--- src/rtl/mem_arbiter.sv ---
// Arbitrates the single memory bus between instruction fetch and the data path.
// Data wins by default; a starvation counter forces a fetch grant after STARVE_LIMIT data wins.
module mem_arbiter #(
   parameter int STARVE_LIMIT = 4
) (
   input  logic        clk,
   input  logic        reset,
   input  logic        i_req,
   input  logic [31:0] i_addr,
   output logic        i_ready,
   output logic [31:0] i_rdata,
   input  logic        d_req,
   input  logic        d_cmd,
   input  logic [31:0] d_addr,
   input  logic [31:0] d_wdata,
   input  logic [3:0]  d_wmask,
   output logic        d_ready,
   output logic [31:0] d_rdata,
   output logic        mem_valid,
   output logic        mem_cmd,
   output logic [31:0] mem_addr,
   output logic [31:0] mem_wdata,
   output logic [3:0]  mem_wmask,
   input  logic        mem_ready,
   input  logic [31:0] mem_rdata
);

   typedef enum logic [1:0] {IDLE, BUSY, RESP} state_t;

   localparam logic [3:0] LIMIT = 4'(STARVE_LIMIT);

   state_t      r_state, w_state_next;
   logic [3:0]  r_starve_cnt, w_starve_cnt_next;
   logic        r_owner, w_owner_next;          // 1 = data path owns the bus
   logic        r_mem_valid, w_mem_valid_next;
   logic        r_mem_cmd, w_mem_cmd_next;
   logic [31:0] r_mem_addr, w_mem_addr_next;
   logic [31:0] r_mem_wdata, w_mem_wdata_next;
   logic [3:0]  r_mem_wmask, w_mem_wmask_next;
   logic        r_i_ready, w_i_ready_next;
   logic        r_d_ready, w_d_ready_next;
   logic [31:0] r_i_rdata, w_i_rdata_next;
   logic [31:0] r_d_rdata, w_d_rdata_next;
   logic        w_fetch_win;
   logic        w_unused;

   // Byte offsets are dropped: the bus is word addressed.
   assign w_unused = ^{i_addr[1:0], d_addr[1:0]};

   always_ff @(posedge clk) begin
      if (reset) begin
         r_state      <= IDLE;
         r_starve_cnt <= 4'd0;
         r_owner      <= 1'b0;
         r_mem_valid  <= 1'b0;
         r_mem_cmd    <= 1'b0;
         r_mem_addr   <= 32'd0;
         r_mem_wdata  <= 32'd0;
         r_mem_wmask  <= 4'd0;
         r_i_ready    <= 1'b0;
         r_d_ready    <= 1'b0;
         r_i_rdata    <= 32'd0;
         r_d_rdata    <= 32'd0;
      end else begin
         r_state      <= w_state_next;
         r_starve_cnt <= w_starve_cnt_next;
         r_owner      <= w_owner_next;
         r_mem_valid  <= w_mem_valid_next;
         r_mem_cmd    <= w_mem_cmd_next;
         r_mem_addr   <= w_mem_addr_next;
         r_mem_wdata  <= w_mem_wdata_next;
         r_mem_wmask  <= w_mem_wmask_next;
         r_i_ready    <= w_i_ready_next;
         r_d_ready    <= w_d_ready_next;
         r_i_rdata    <= w_i_rdata_next;
         r_d_rdata    <= w_d_rdata_next;
      end
   end

   always_comb begin
      w_state_next      = r_state;
      w_starve_cnt_next = r_starve_cnt;
      w_owner_next      = r_owner;
      w_mem_valid_next  = r_mem_valid;
      w_mem_cmd_next    = r_mem_cmd;
      w_mem_addr_next   = r_mem_addr;
      w_mem_wdata_next  = r_mem_wdata;
      w_mem_wmask_next  = r_mem_wmask;
      w_i_ready_next    = 1'b0;
      w_d_ready_next    = 1'b0;
      w_i_rdata_next    = r_i_rdata;
      w_d_rdata_next    = r_d_rdata;
      w_fetch_win       = i_req && (!d_req || r_starve_cnt == LIMIT);

      case (r_state)
         IDLE: begin
            if (i_req || d_req) begin
               w_state_next     = BUSY;
               w_mem_valid_next = 1'b1;
               if (w_fetch_win) begin
                  w_owner_next      = 1'b0;
                  w_mem_cmd_next    = 1'b0;
                  w_mem_addr_next   = {i_addr[31:2], 2'b00};
                  w_mem_wdata_next  = 32'd0;
                  w_mem_wmask_next  = 4'd0;
                  w_starve_cnt_next = 4'd0;
               end else begin
                  w_owner_next     = 1'b1;
                  w_mem_cmd_next   = d_cmd;
                  w_mem_addr_next  = {d_addr[31:2], 2'b00};
                  w_mem_wdata_next = d_wdata;
                  w_mem_wmask_next = d_cmd ? d_wmask : 4'd0;
                  if (!i_req)
                     w_starve_cnt_next = 4'd0;
                  else if (r_starve_cnt != LIMIT)
                     w_starve_cnt_next = r_starve_cnt + 4'd1;
               end
            end
         end
         BUSY: begin
            if (mem_ready) begin
               w_mem_valid_next = 1'b0;
               w_state_next     = RESP;
               if (r_owner) begin
                  w_d_ready_next = 1'b1;
                  w_d_rdata_next = r_mem_cmd ? 32'd0 : mem_rdata;
               end else begin
                  w_i_ready_next = 1'b1;
                  w_i_rdata_next = mem_rdata;
               end
            end
         end
         RESP:    w_state_next = IDLE;
         default: w_state_next = IDLE;
      endcase
   end

   assign mem_valid = r_mem_valid;
   assign mem_cmd   = r_mem_cmd;
   assign mem_addr  = r_mem_addr;
   assign mem_wdata = r_mem_wdata;
   assign mem_wmask = r_mem_wmask;
   assign i_ready   = r_i_ready;
   assign d_ready   = r_d_ready;
   assign i_rdata   = r_i_rdata;
   assign d_rdata   = r_d_rdata;

endmodule

--- config.mk ---
export PLATFORM = sky130hd
export DESIGN_NAME = mem_arbiter
export DESIGN_NICKNAME = d
export VERILOG_FILES = /design/src/rtl/mem_arbiter.sv
export SDC_FILE = /design/constraint.sdc
export NUM_CORES = 1
export LEC_CHECK = 0
export ABC_CLOCK_PERIOD_IN_PS = 1400
export CORE_ASPECT_RATIO = 2
export CORE_UTILIZATION = 38
export CTS_BUF_LIST = sky130_fd_sc_hd__clkbuf_8
export CTS_CLUSTER_SIZE = 14
export DETAILED_ROUTE_END_ITERATION = 6
export PLACE_DENSITY = 0.79
export SLEW_MARGIN = 25
export SYNTH_ARGS = -nofsm -noshare
export SYNTH_HDL_FRONTEND = slang
export SYNTH_SLANG_ARGS = --single-unit
--- constraint.sdc ---
create_clock -name clk -period 1.4 [get_ports clk]
set_input_delay 0.21 -clock clk [delete_from_list [all_inputs] [get_ports clk]]
set_output_delay 0.21 -clock clk [all_outputs]
set_load 0.01 [all_outputs]
==> results.py, run 1 <==
metrics = {
    "floorplan": {
        "dieArea_sq_mm": 0.0151,
        "die_w_microns": 87.3,
        "coreArea_sq_mm": 0.0143,
        "io_pins": 274,
        "die_h_microns": 173,
        "fp-row-count": 62,
        "start_util_pct": 38.7,
    },
    "routing": {
        "dr_total_vias": 6126,
        "antenna_left": 0,
        "drt-total-wl_microns": 23200,
        "viasPerCell": 5.31,
        "drc": 0,
        "first_iter_violations": 364,
        "wl_per_cell_microns": 20.1,
        "drt_pass1_iterations": 5,
    },
    "timing": {
        "setup_viol": 68,
        "fin_crit_ps": 1650,
        "finalCritPeriodShare_pct": 118,
        "setup_slack_ps": -248,
        "fmax_mhz": 607,
        "drv_slew": 0,
        "relSlewSlack_pct": 60.9,
        "hold_viol_final": 0,
        "fin_skew_ps": 22.1,
        "worstMarginPinSlew_ps": 587,
        "rsz0062_at_grt": "true",
        "hold_ws_ps": 118,
    },
    "clock_tree": {
        "root_buffer": "clkbuf_8",
        "cts_max_level": 4,
        "clockBufferDepth": 2,
        "cts.reportedPaths.clkPinSlew_ps": 100,
        "ctsHoldBuffers": 0,
        "cts_num_sinks": 141,
        "numCtsBuffers": 17,
        "clock_latency_ps": 440,
        "cts_tree": "yes",
    },
    "finish": {
        "final_cell_mix": "dfxtp_1 (136), dlygate4sd2_1 (134), clkdlybuf4s50_1 (132)",
        "final_common_cell": "dfxtp_1",
        "area_growth_pct": 81.6,
        "finalNetCount": 1088,
        "fillers": 1042,
        "instances_no_fill": 1154,
        "layout-drive-gt1-share_pct": 27.2,
    },
    "placement": {
        "place_congestion": 0.854,
        "place.detailed.hpwl_microns": 12400,
        "port_buffers": 267,
        "placed_cells": 1090,
    },
    "synth": {
        "yosysWarnings": 0,
        "synth-main-ff-cell": "dfxtp_1",
        "ys_types": 30,
        "synth-seq-area-share_pct": 51.1,
        "avgSynthCellArea_sq_um": 8.29,
        "async_flop_share_pct": 0,
        "synth-edff-count": 0,
        "ys_ff_latch": 141,
        "syn_inst": 667,
        "synth_area_sq_mm": 0.00553,
    },
    "worst_setup_path": {
        "reg2reg_to": "mem_wdata[15]",
        "reg2regPathDepth": 8,
        "critPathCaptureType": "flop",
        "crit_arrival_ps": 2000,
        "worst_ep_required_time_ps": 1750,
        "startpoint_type": "flop",
        "timing.rr.start": "r_starve_cnt[0]",
        "r2r_slack_ps": -250,
        "critPathMaxFanout": 7,
        "crit_start": "r_starve_cnt[0]",
        "crit_type": "flop to flop",
    },
    "global_route": {
        "antenna_found_initial": 1,
        "grt_pass1_vias": 5712,
        "grt_pass1_wl_microns": 29400,
        "grt_max_degree": 66,
        "grt-ovfl-total": 0,
        "track_usage_pct": 25.5,
    },
    "outcome": {
        "status": "finished with violations",
        "violations": "negative setup slack",
    },
    "power_and_ir_drop": {
        "ir_worst_vdd_uv": 1080,
        "power_density_mw_per_mm2": 1050,
        "leakage_nw": 4.22,
    },
    "hold_path": {
        "hold_end": "mem_addr[12]",
        "hold_path_class": "input pin to flop",
        "worstHoldStart": "reset",
        "hold_path_depth": 2,
    },
    "job": {
        "maxCapViolations": 0,
    },
}
## worst max-delay path, cell delays in order (launching register included)
cell       delay (ps)
dfxtp_2           340
inv_2              50
ha_4              160
nand3b_4          100
a21bo_4           270
buf_4             180
clkbuf_16         140
nand3_1            90
a21oi_1           240
## metrics by stage
step	power (mW)	util [%]	setup TNS [ps]	area (sq um)	setup slack, ps
2_1_floorplan	5.35	-	-532	5540	-21.5
3_3_place_gp	6.45	59.5	-23740	8500	-263
3_5_place_dp	6.48	59.5	-27160	8500	-298
4_1_cts	10.2	64.2	-5150	9170	-114
5_1_grt	11.0	70.3	-12120	10000	-338
6_report	10.6	70.4	-6870	10000	-248
## layout make-up
| class | instances | area, sq um | area share (%) |
|---|---|---|---|
| Timing Repair Buffer | 323 | 3350 | 33.4 |
| Sequential cell | 141 | 2830 | 28.2 |
| Antenna cell | 1 | 2.50 | 0.0249 |
| Inverter | 2 | 7.51 | 0.0748 |
| Multi-Input combinational cell | 463 | 3160 | 31.4 |
| Clock inverter | 12 | 183 | 1.82 |
| Clock buffer | 20 | 275 | 2.74 |
| Tap cell | 192 | 240 | 2.39 |
## cell families (layout without fill, tap and decap cells)
kind of cell	after synthesis	in the layout	synth area share, %
AOI/OAI and AO/OA	172	172	19.4
other	1	3	0.0678
DFF	141	141	51.1
and+or+nand+nor	287	287	23.5
adders and majority gates	2	2	0.453
buffers and inverters	64	357	5.52
## state kept, by name (all words and copies together), names as in the netlist
register	cells
d_ready	1
r_starve_cnt	4
d_rdata	32
mem_cmd	1
mem_addr	30
i_rdata	32
i_ready	1
mem_wmask	4
mem_wdata	32
r_state	2
mem_valid	1
r_owner	1
## synthesized netlist by cell type (3+ instances only)
cell	n	area, sq um
a211oi_2	22	275
a211oi_1	9	67.6
clkbuf_1	25	93.8
a21oi_1	134	671
buf_4	9	67.6
buf_1	3	11.3
dfxtp_1	141	2820
nand3_1	37	185
nand2_1	135	507
nand4_1	4	25.0
nor3b_1	32	240
nor2_1	69	259
buf_2	25	125
## what timing repair did
action / in CTS / in global routing
cloned: 6 / 10
setup endpoints to repair: 169 / 80
resized for setup: 175 / 146
buffers inserted: 5 / 14
pin swaps: 32 / 63
## worst max-delay path by stage
stage                         end  slack (ps)  depth (start not counted)
floorplan           mem_wdata[10]         -20                          8
global placement       d_rdata[2]        -260                          6
CTS                   mem_addr[5]        -110                          8
finish              mem_wdata[15]        -250                          8
detailed placement   mem_addr[29]        -300                          6
global route        mem_wdata[10]        -340                          8
## per-layer routing
| metal | part of all wire [%] | global-route usage [%] |
|---|---|---|
| met1 | 36 | 26.3 |
| met2 | 53 | 44.5 |
| met3 | 6.3 | 5.92 |
| met4 | 5.3 | 16.6 |
| met5 | 0 | 0 |
## power breakdown
group	internal, mW	switching (mW)
sequential	4.25	0.134
clock	2.11	1.70
combinational	1.16	1.23
total	7.52	3.06
No activity file was read; power rests on OpenSTA's default activity.
==> inputs of run 2 (changes only) <==
GPL_TIMING_DRIVEN = 0   (was not set)
TNS_END_PERCENT = 100   (was not set)
==> results.py, run 2 (synthesized netlist as in run 1, its figures left out) <==
metrics = {
    "timing": {
        "fmax_mhz": 653,
        "fin_skew_ps": 17.0,
        "relSlewSlack_pct": 45.8,
        "rsz0062_at_grt": "true",
        "setup_slack_ps": -132,
        "finalCritPeriodShare_pct": 109,
        "hold_ws_ps": 326,
        "setup_viol": 78,
        "worstMarginPinSlew_ps": 814,
        "drv_slew": 0,
        "fin_crit_ps": 1530,
        "hold_viol_final": 0,
    },
    "outcome": {
        "violations": "negative setup slack",
        "status": "finished with violations",
    },
    "clock_tree": {
        "cts_num_sinks": 141,
        "root_buffer": "clkbuf_8",
        "cts_max_level": 4,
        "cts.reportedPaths.clkPinSlew_ps": 100,
        "cts_tree": "yes",
        "clockBufferDepth": 2,
        "clock_latency_ps": 440,
        "numCtsBuffers": 17,
        "ctsHoldBuffers": 0,
    },
    "routing": {
        "dr_total_vias": 6040,
        "drt_pass1_iterations": 6,
        "viasPerCell": 5.13,
        "antenna_left": 0,
        "drt-total-wl_microns": 20800,
        "drc": 0,
        "wl_per_cell_microns": 17.7,
        "first_iter_violations": 246,
    },
    "power_and_ir_drop": {
        "ir_worst_vdd_uv": 705,
        "p_total_mw": 10.1,
        "leakage_nw": 4.25,
        "power_density_mw_per_mm2": 1010,
    },
    "finish": {
        "final_cell_mix": "dfxtp_1 (136), dlygate4sd2_1 (133), clkdlybuf4s50_1 (132)",
        "fillers": 1145,
        "area_growth_pct": 80.0,
        "final_common_cell": "dfxtp_1",
        "n_antenna_cell": 0,
        "seqCellArea_sq_mm": 0.00283,
        "layout-drive-gt1-share_pct": 27.7,
        "design_area_sq_mm": 0.00995,
        "finalNetCount": 1112,
        "multi_input_area_sq_mm": 0.00315,
        "instances_no_fill": 1177,
    },
    "floorplan": {
        "io_pins": 274,
        "fp-row-count": 62,
        "die_h_microns": 173,
        "start_util_pct": 38.7,
        "dieArea_sq_mm": 0.0151,
        "die_w_microns": 87.3,
        "coreArea_sq_mm": 0.0143,
    },
    "worst_setup_path": {
        "timing.rr.start": "r_starve_cnt[0]",
        "r2r_slack_ps": -130,
        "crit_arrival_ps": 1840,
        "critPathMaxFanout": 6,
        "reg2reg_to": "mem_wdata[19]",
        "startpoint_type": "flop",
        "crit_type": "flop to flop",
        "reg2regPathDepth": 9,
        "critPathCaptureType": "flop",
        "worst_ep_required_time_ps": 1710,
    },
    "global_route": {
        "grt_pass1_wl_microns": 29700,
        "grt_pass1_vias": 5735,
        "antenna_found_initial": 0,
        "grt_max_degree": 17,
        "track_usage_pct": 25.6,
        "grt-ovfl-total": 0,
    },
    "hold_path": {
        "hold_path_depth": 3,
        "hold_end": "mem_addr[29]",
        "hold_path_class": "input pin to flop",
        "worstHoldStart": "d_addr[29]",
    },
    "placement": {
        "place_congestion": 0.866,
        "dp_slack_ps": -588,
        "placed_cells": 1126,
        "dpl-instance-area_sq_mm": 0.00844,
        "place.detailed.hpwl_microns": 14400,
        "port_buffers": 266,
    },
    "job": {
        "maxCapViolations": 0,
    },
}
-- run 2: repair_timing --
action,CTS,global route
pin swaps,14,83
endpoints found under the hold margin,0,0
setup buffers,8,5
gates resized for setup,212,190
gates cloned,4,5
setup endpoints to repair,271,134
-- run 2: how the worst max path moves through the flow --
stage	from	endpoint	slack (ps)	depth (start not counted)
final	r_starve_cnt[0]	mem_wdata[19]	-130	9
after CTS	r_starve_cnt[0]	mem_wdata[8]	-120	9
after global placement	d_req	mem_cmd	-560	5
after floorplan	r_starve_cnt[0]	mem_wdata[10]	-20	8
after global routing	r_starve_cnt[1]	mem_wdata[19]	-190	9
after detailed placement	d_req	mem_cmd	-590	5
-- run 2: report_power, final --
group,switching (mW),internal [mW]
registers,0.138,4.25
logic,1.14,1.14
clock network,1.77,1.65
-- run 2: area by class of cell --
class / count / share of cell area [%]
Multi-Input combinational cell: 463 / 31.6
Timing Repair Buffer: 288 / 28.6
Clock inverter: 15 / 1.71
Inverter: 2 / 0.0754
Tap cell: 192 / 2.41
Buffer: 59 / 4.74
Sequential cell: 141 / 28.5
Clock buffer: 17 / 2.35
-- run 2: critical path, stage by stage, from the launching register on --
cell	delay [ps]
dfxtp_2	330
inv_2	60
ha_4	140
nand3b_4	90
a21bo_4	240
buf_12	150
buf_12	130
buf_16	130
nand3_1	80
a21oi_1	60
-- run 2: metrics by stage --
| stage | util (%) | TNS [ps] |
|---|---|---|
| after CTS | 63.7 | -2430 |
| after global placement | 59.1 | -57520 |
| after detailed placement | 59.1 | -61020 |
| after global routing | 69.7 | -9200 |
| after floorplan | - | -532 |
| final | 69.7 | -2870 |
-- run 2: routing by layer --
layer	wire length [microns]	GRT usage (%)
met4	1040	13.4
met3	1020	5.01
met1	7280	25.2
met5	0	0
met2	11500	48.2
==> edit 1, RTL diff (flow settings as in run 1) <==
`r_mem_wdata` no longer has a reset.
--- a/src/rtl/mem_arbiter.sv
+++ b/src/rtl/mem_arbiter.sv
@@ -55,7 +55,6 @@
          r_mem_valid  <= 1'b0;
          r_mem_cmd    <= 1'b0;
          r_mem_addr   <= 32'd0;
-         r_mem_wdata  <= 32'd0;
          r_mem_wmask  <= 4'd0;
          r_i_ready    <= 1'b0;
          r_d_ready    <= 1'b0;
@@ -68,13 +67,16 @@
          r_mem_valid  <= w_mem_valid_next;
          r_mem_cmd    <= w_mem_cmd_next;
          r_mem_addr   <= w_mem_addr_next;
-         r_mem_wdata  <= w_mem_wdata_next;
          r_mem_wmask  <= w_mem_wmask_next;
          r_i_ready    <= w_i_ready_next;
          r_d_ready    <= w_d_ready_next;
          r_i_rdata    <= w_i_rdata_next;
          r_d_rdata    <= w_d_rdata_next;
       end
+   end
+
+   always_ff @(posedge clk) begin
+      r_mem_wdata <= w_mem_wdata_next;
    end
 
    always_comb begin
Check against the original RTL: not equivalent (Yosys sat finds a counterexample within 4 cycles, from zero or initial values and one cycle with reset high).
==> edit 1 against run 1 <==
- the flow still finishes with violations (setup timing)
- via count shrank 13%
- power shrank 2.3%
- worst setup slack gained 170 ps
- routed wire length shrank 17%
- largest power group unchanged
- cell area shrank 6.5%
- synthesized area grew 1.7%
- sequential cell count is the same
- final cell count shrank 6.9%
- maximum frequency grew 12%
==> edit 1: results (changes against run 1) <==
| Metric | Value |
|---|---|
| Status | complete, but fails checks |
| Failing checks | setup timing |
| Comb power | 1.99 mW (-17%) |
| Layout cell share with drive strength beyond 1 | 18.48% (-8.7 points) |
| Final Skew | 12.01 ps (-10.08 ps) |
| Vias in the first global route | 5,100 (-11%) |
| CP Max Fanout | 8 (+1) |
| Cell Pwr Density | 1101 nW/µm² (+4.5%) |
| Psw | 2.662 mW (-13%) |
| Tot GR Track Use | 22.91% (-2.5 points) |
| Setup Total Neg Slack | -2340 ps (+4531 ps) |
| Global-route wire length before repair | 26,300 µm (-11%) |
| Syn_area_per_cell | 9.496 µm² (+15%) |
| P_leak | 4.004 nW (-5.2%) |
| Diode count | 0 (-1) |
| Worst Slack Setup Final | -76.38 ps (+171.4 ps) |
| Synth cell count leaders | 109 x dfxtp_1, 103 x a21oi_1, 103 x nand2_1, 69 x nor2_1 |
| Gp weighted congestion | 0.8401 (-1.7%) |
| Nets@finish | 1,009 (-7.3%) |
| EDFF count, synth | 32 (+32) |
| Final setup violation count | 84 (+24%) |
| Via count | 5,337 (-13%) |
| Seq/Total Area, Yosys | 55.91% (+4.9 points) |
| Largest cells by area after synthesis | dfxtp_1 39%, edfxtp_1 17%, a21oi_1 9.2%, nand2_1 6.9%, a211oi_2 6.5% |
| Drt first pass iters | 4 (-1) |
| CP arrival | 1840 ps (-160 ps) |
| Register clock-pin slew on the reported worst setup and hold paths | 80 ps (-20 ps) |
## edit 1: cell count changes after synthesis, moves of 8 or more
cell / run 1 / this run
edfxtp_1: 0 / 32
clkbuf_1: 25 / 17
nand3_1: 37 / 4
nand2_1: 135 / 103
and2_1: 0 / 32
dfxtp_1: 141 / 109
a21oi_1: 134 / 103
## edit 1: worst paths after layout
check	to	slack [ps]	cells after the start	startpoint
hold reg to reg	i_rdata[20]$_SDFFE_PP0P_	450	2	i_rdata[20]$_SDFFE_PP0P_
setup / recovery	mem_addr[8]$_SDFFE_PP0P_	-80	8	r_starve_cnt[1]$_SDFFE_PP0P_
hold / removal	r_state[1]$_SDFFE_PP0P_	130	2	reset
setup reg to reg	mem_addr[8]$_SDFFE_PP0P_	-80	8	r_starve_cnt[1]$_SDFFE_PP0P_
## edit 1: layer usage
metal  vias up  wire length [µm]  GRT usage (%)
met5         -                 0              0
met4         0               736          12.70
met3        46               975          5.508
met2       200             10800          41.41
met1      2522              6664          23.18
li1       2569                 -              -
## edit 1: layout make-up
class / count / area, µm²
inverters: 3 / 16.27
well taps: 192 / 240.2
clock buffers: 19 / 261.5
flip-flops and latches: 141 / 3147
repair buffers: 307 / 3054
clock inverters: 13 / 200.2
multi-input cells: 399 / 2474
fillers: 1260 / 5036
## edit 1: cell families (layout without fill, tap and decap cells)
kind of cell / Yosys count / after routing / share of synthesized area [%]
AND/OR/NAND/NOR: 255 / 255 / 21.57
other: 1 / 2 / 0.06671
buffers and inverters: 53 / 342 / 5.119
AO/OA/AOI/OAI: 140 / 140 / 16.89
flip-flops: 141 / 141 / 55.91
adder cells (fa/ha/maj): 2 / 2 / 0.4451
## edit 1: timing repair
action / in CTS / in global routing
pin swaps: 0 / 23
cloned: 1 / 8
endpoints found under the setup margin: 199 / 130
resized for setup: 138 / 67
setup buffers: 0 / 4
==> edit 2, RTL diff (flow settings as in run 1) <==
Made on the original files. Make the reset (`reset`) asynchronous in one clocked block.
--- a/src/rtl/mem_arbiter.sv
+++ b/src/rtl/mem_arbiter.sv
@@ -47,7 +47,7 @@
    // Byte offsets are dropped: the bus is word addressed.
    assign w_unused = ^{i_addr[1:0], d_addr[1:0]};
 
-   always_ff @(posedge clk) begin
+   always_ff @(posedge clk or posedge reset) begin
       if (reset) begin
          r_state      <= IDLE;
          r_starve_cnt <= 4'd0;
Check against the original RTL: differs if reset is asserted again (counterexample within 4 cycles, from zero or initial values and one cycle with reset high); with reset held inactive, the same outputs for 4 cycles.
==> edit 2 against run 1 <==
- the run still ends with setup timing left
- clock skew decreased by 6.9 ps
- die area increased by 5.3%
- cell area decreased by 0.71%
- sequential cell count unchanged
- routed wire length decreased by 18%
- worst setup slack improved by 140 ps
- synthesized area increased by 5.4%
- hold slack improved by 42 ps
- sequential share of layout area increased by 7.2 points
- critical path type unchanged
Power is not compared: it rests on default switching activity, and its combinational part moved more than twofold at a synthesized area within 25%.
==> edit 2: results (changes against run 1) <==
| Metric | Value |
|---|---|
| Setup Total Neg Slack | -2736 ps (+4135 ps) |
| Buffering overhead | 32.63% (-0.73 points) |
| Seq/Total Area, Yosys | 60.54% (+9.5 points) |
| Largest cells by area after synthesis | dfrtp_1 61%, nand2_1 9.1%, mux2_2 6.2%, a21oi_1 5.2%, nand2b_1 3.5% |
| Drt first pass iters | 4 (-1) |
| Inverters | 5 (+3) |
| Diode count | 0 (-1) |
| # fillers | 1,157 (+11%) |
| Initial antenna violation count | 0 (-1) |
| Failing checks | setup timing |
| Post-CTS Setup Bufs | 0 (-5) |
| Tot GR Track Use | 22.26% (-3.2 points) |
| Layout cell share with drive strength beyond 1 | 21.35% (-5.8 points) |
| DP Wirelength | 12,430 µm (about the same) |
| Final non-filler cell total | 1,085 (-6.0%) |
| Dpl cell area | 8967 µm² (+5.5%) |
| Placed cell count | 1,035 (-5.0%) |
| Hold crit path type | in -> async |
| Final setup violation count | 87 (+28%) |
| Hold slack | 159.7 ps (+42.16 ps) |
| Mapped Cells | 577 (-13%) |
| FF+latch area | 3528 µm² (+25%) |
| Seq area share | 35.39% (+7.2 points) |
| Gp weighted congestion | 0.8030 (-6.0%) |
| Final Skew | 15.20 ps (-6.897 ps) |
| Post-Syn Area | 5828 µm² (+5.4%) |
| Vias in the first global route | 5,236 (-8.3%) |
| Multi-input combinational area share | 24.27% (-7.2 points) |
| Worst Slack Setup Final | -105.7 ps (+142.1 ps) |
| Global-route wire length before repair | 26,120 µm (-11%) |
| Routed Wire Length | 18,990 µm (-18%) |
| Status | complete, but fails checks |
| Synth cell count leaders | 142 x nand2_1, 141 x dfrtp_1, 60 x a21oi_1, 41 x o21ai_0, 34 x nand3_1 |
| Vias per cell | 4.961 (-6.5%) |
| Ys flop type | dfrtp_1 |
==> edit 2: cell types whose count changed in the layout (fill, tap and decap cells not counted), sizes merged, moves of 33 or more <==
| cell | run 1 | this run |
|---|---|---|
| dfrtp | 0 | 141 |
| nand2b | 0 | 33 |
| nor2 | 70 | 32 |
| a21oi | 134 | 60 |
| dfxtp | 141 | 0 |
| o21ai | 1 | 42 |
==> edit 2: layer usage <==
layer,track usage (%),share of wire (%)
met5,0,0
met4,13.10,4.8
met3,5.737,4.5
met2,40.12,58
met1,21.99,33
==> edit 2: how the worst max path moves through the flow <==
stage | endpoint | slack, ps
2_1_floorplan | d_rdata[0]$_DFFE_PP0P_ | -570
3_3_place_gp | mem_addr[18]$_DFFE_PP0P_ | -250
3_5_place_dp | mem_addr[15]$_DFFE_PP0P_ | -320
4_1_cts | mem_addr[10]$_DFFE_PP0P_ | -70
5_1_grt | mem_addr[11]$_DFFE_PP0P_ | -190
6_report | mem_addr[23]$_DFFE_PP0P_ | -110
==> edit 2: worst max-delay path: cells and delay by family, from the launching register on <==
family                     cells  cell delay [ps]
AOI/OAI and AO/OA              3              430
DFF                            1              390
adders and majority gates      1              150
and+or+nand+nor                1              110
buffers and inverters          3              350
==> edit 2: cells by family (layout without fill, tap and decap cells) <==
logic type	after synthesis	in the layout	share of synthesized area, %
fa+ha+maj	2	2	0.4293
flops	141	141	60.54
mux	32	32	6.183
other cells	1	2	0.06434
buf+inv	46	357	4.229
simple gates	248	249	19.04
compound gates	107	107	9.511
==> edit 2: power breakdown <==
group | switching, mW | internal (mW) | total [mW]
combinational | 4.61 | 4.49 | 9.10
sequential | 0.975 | 5.92 | 6.89
clock | 1.60 | 2.41 | 4.02
total | 7.19 | 12.8 | 20.0
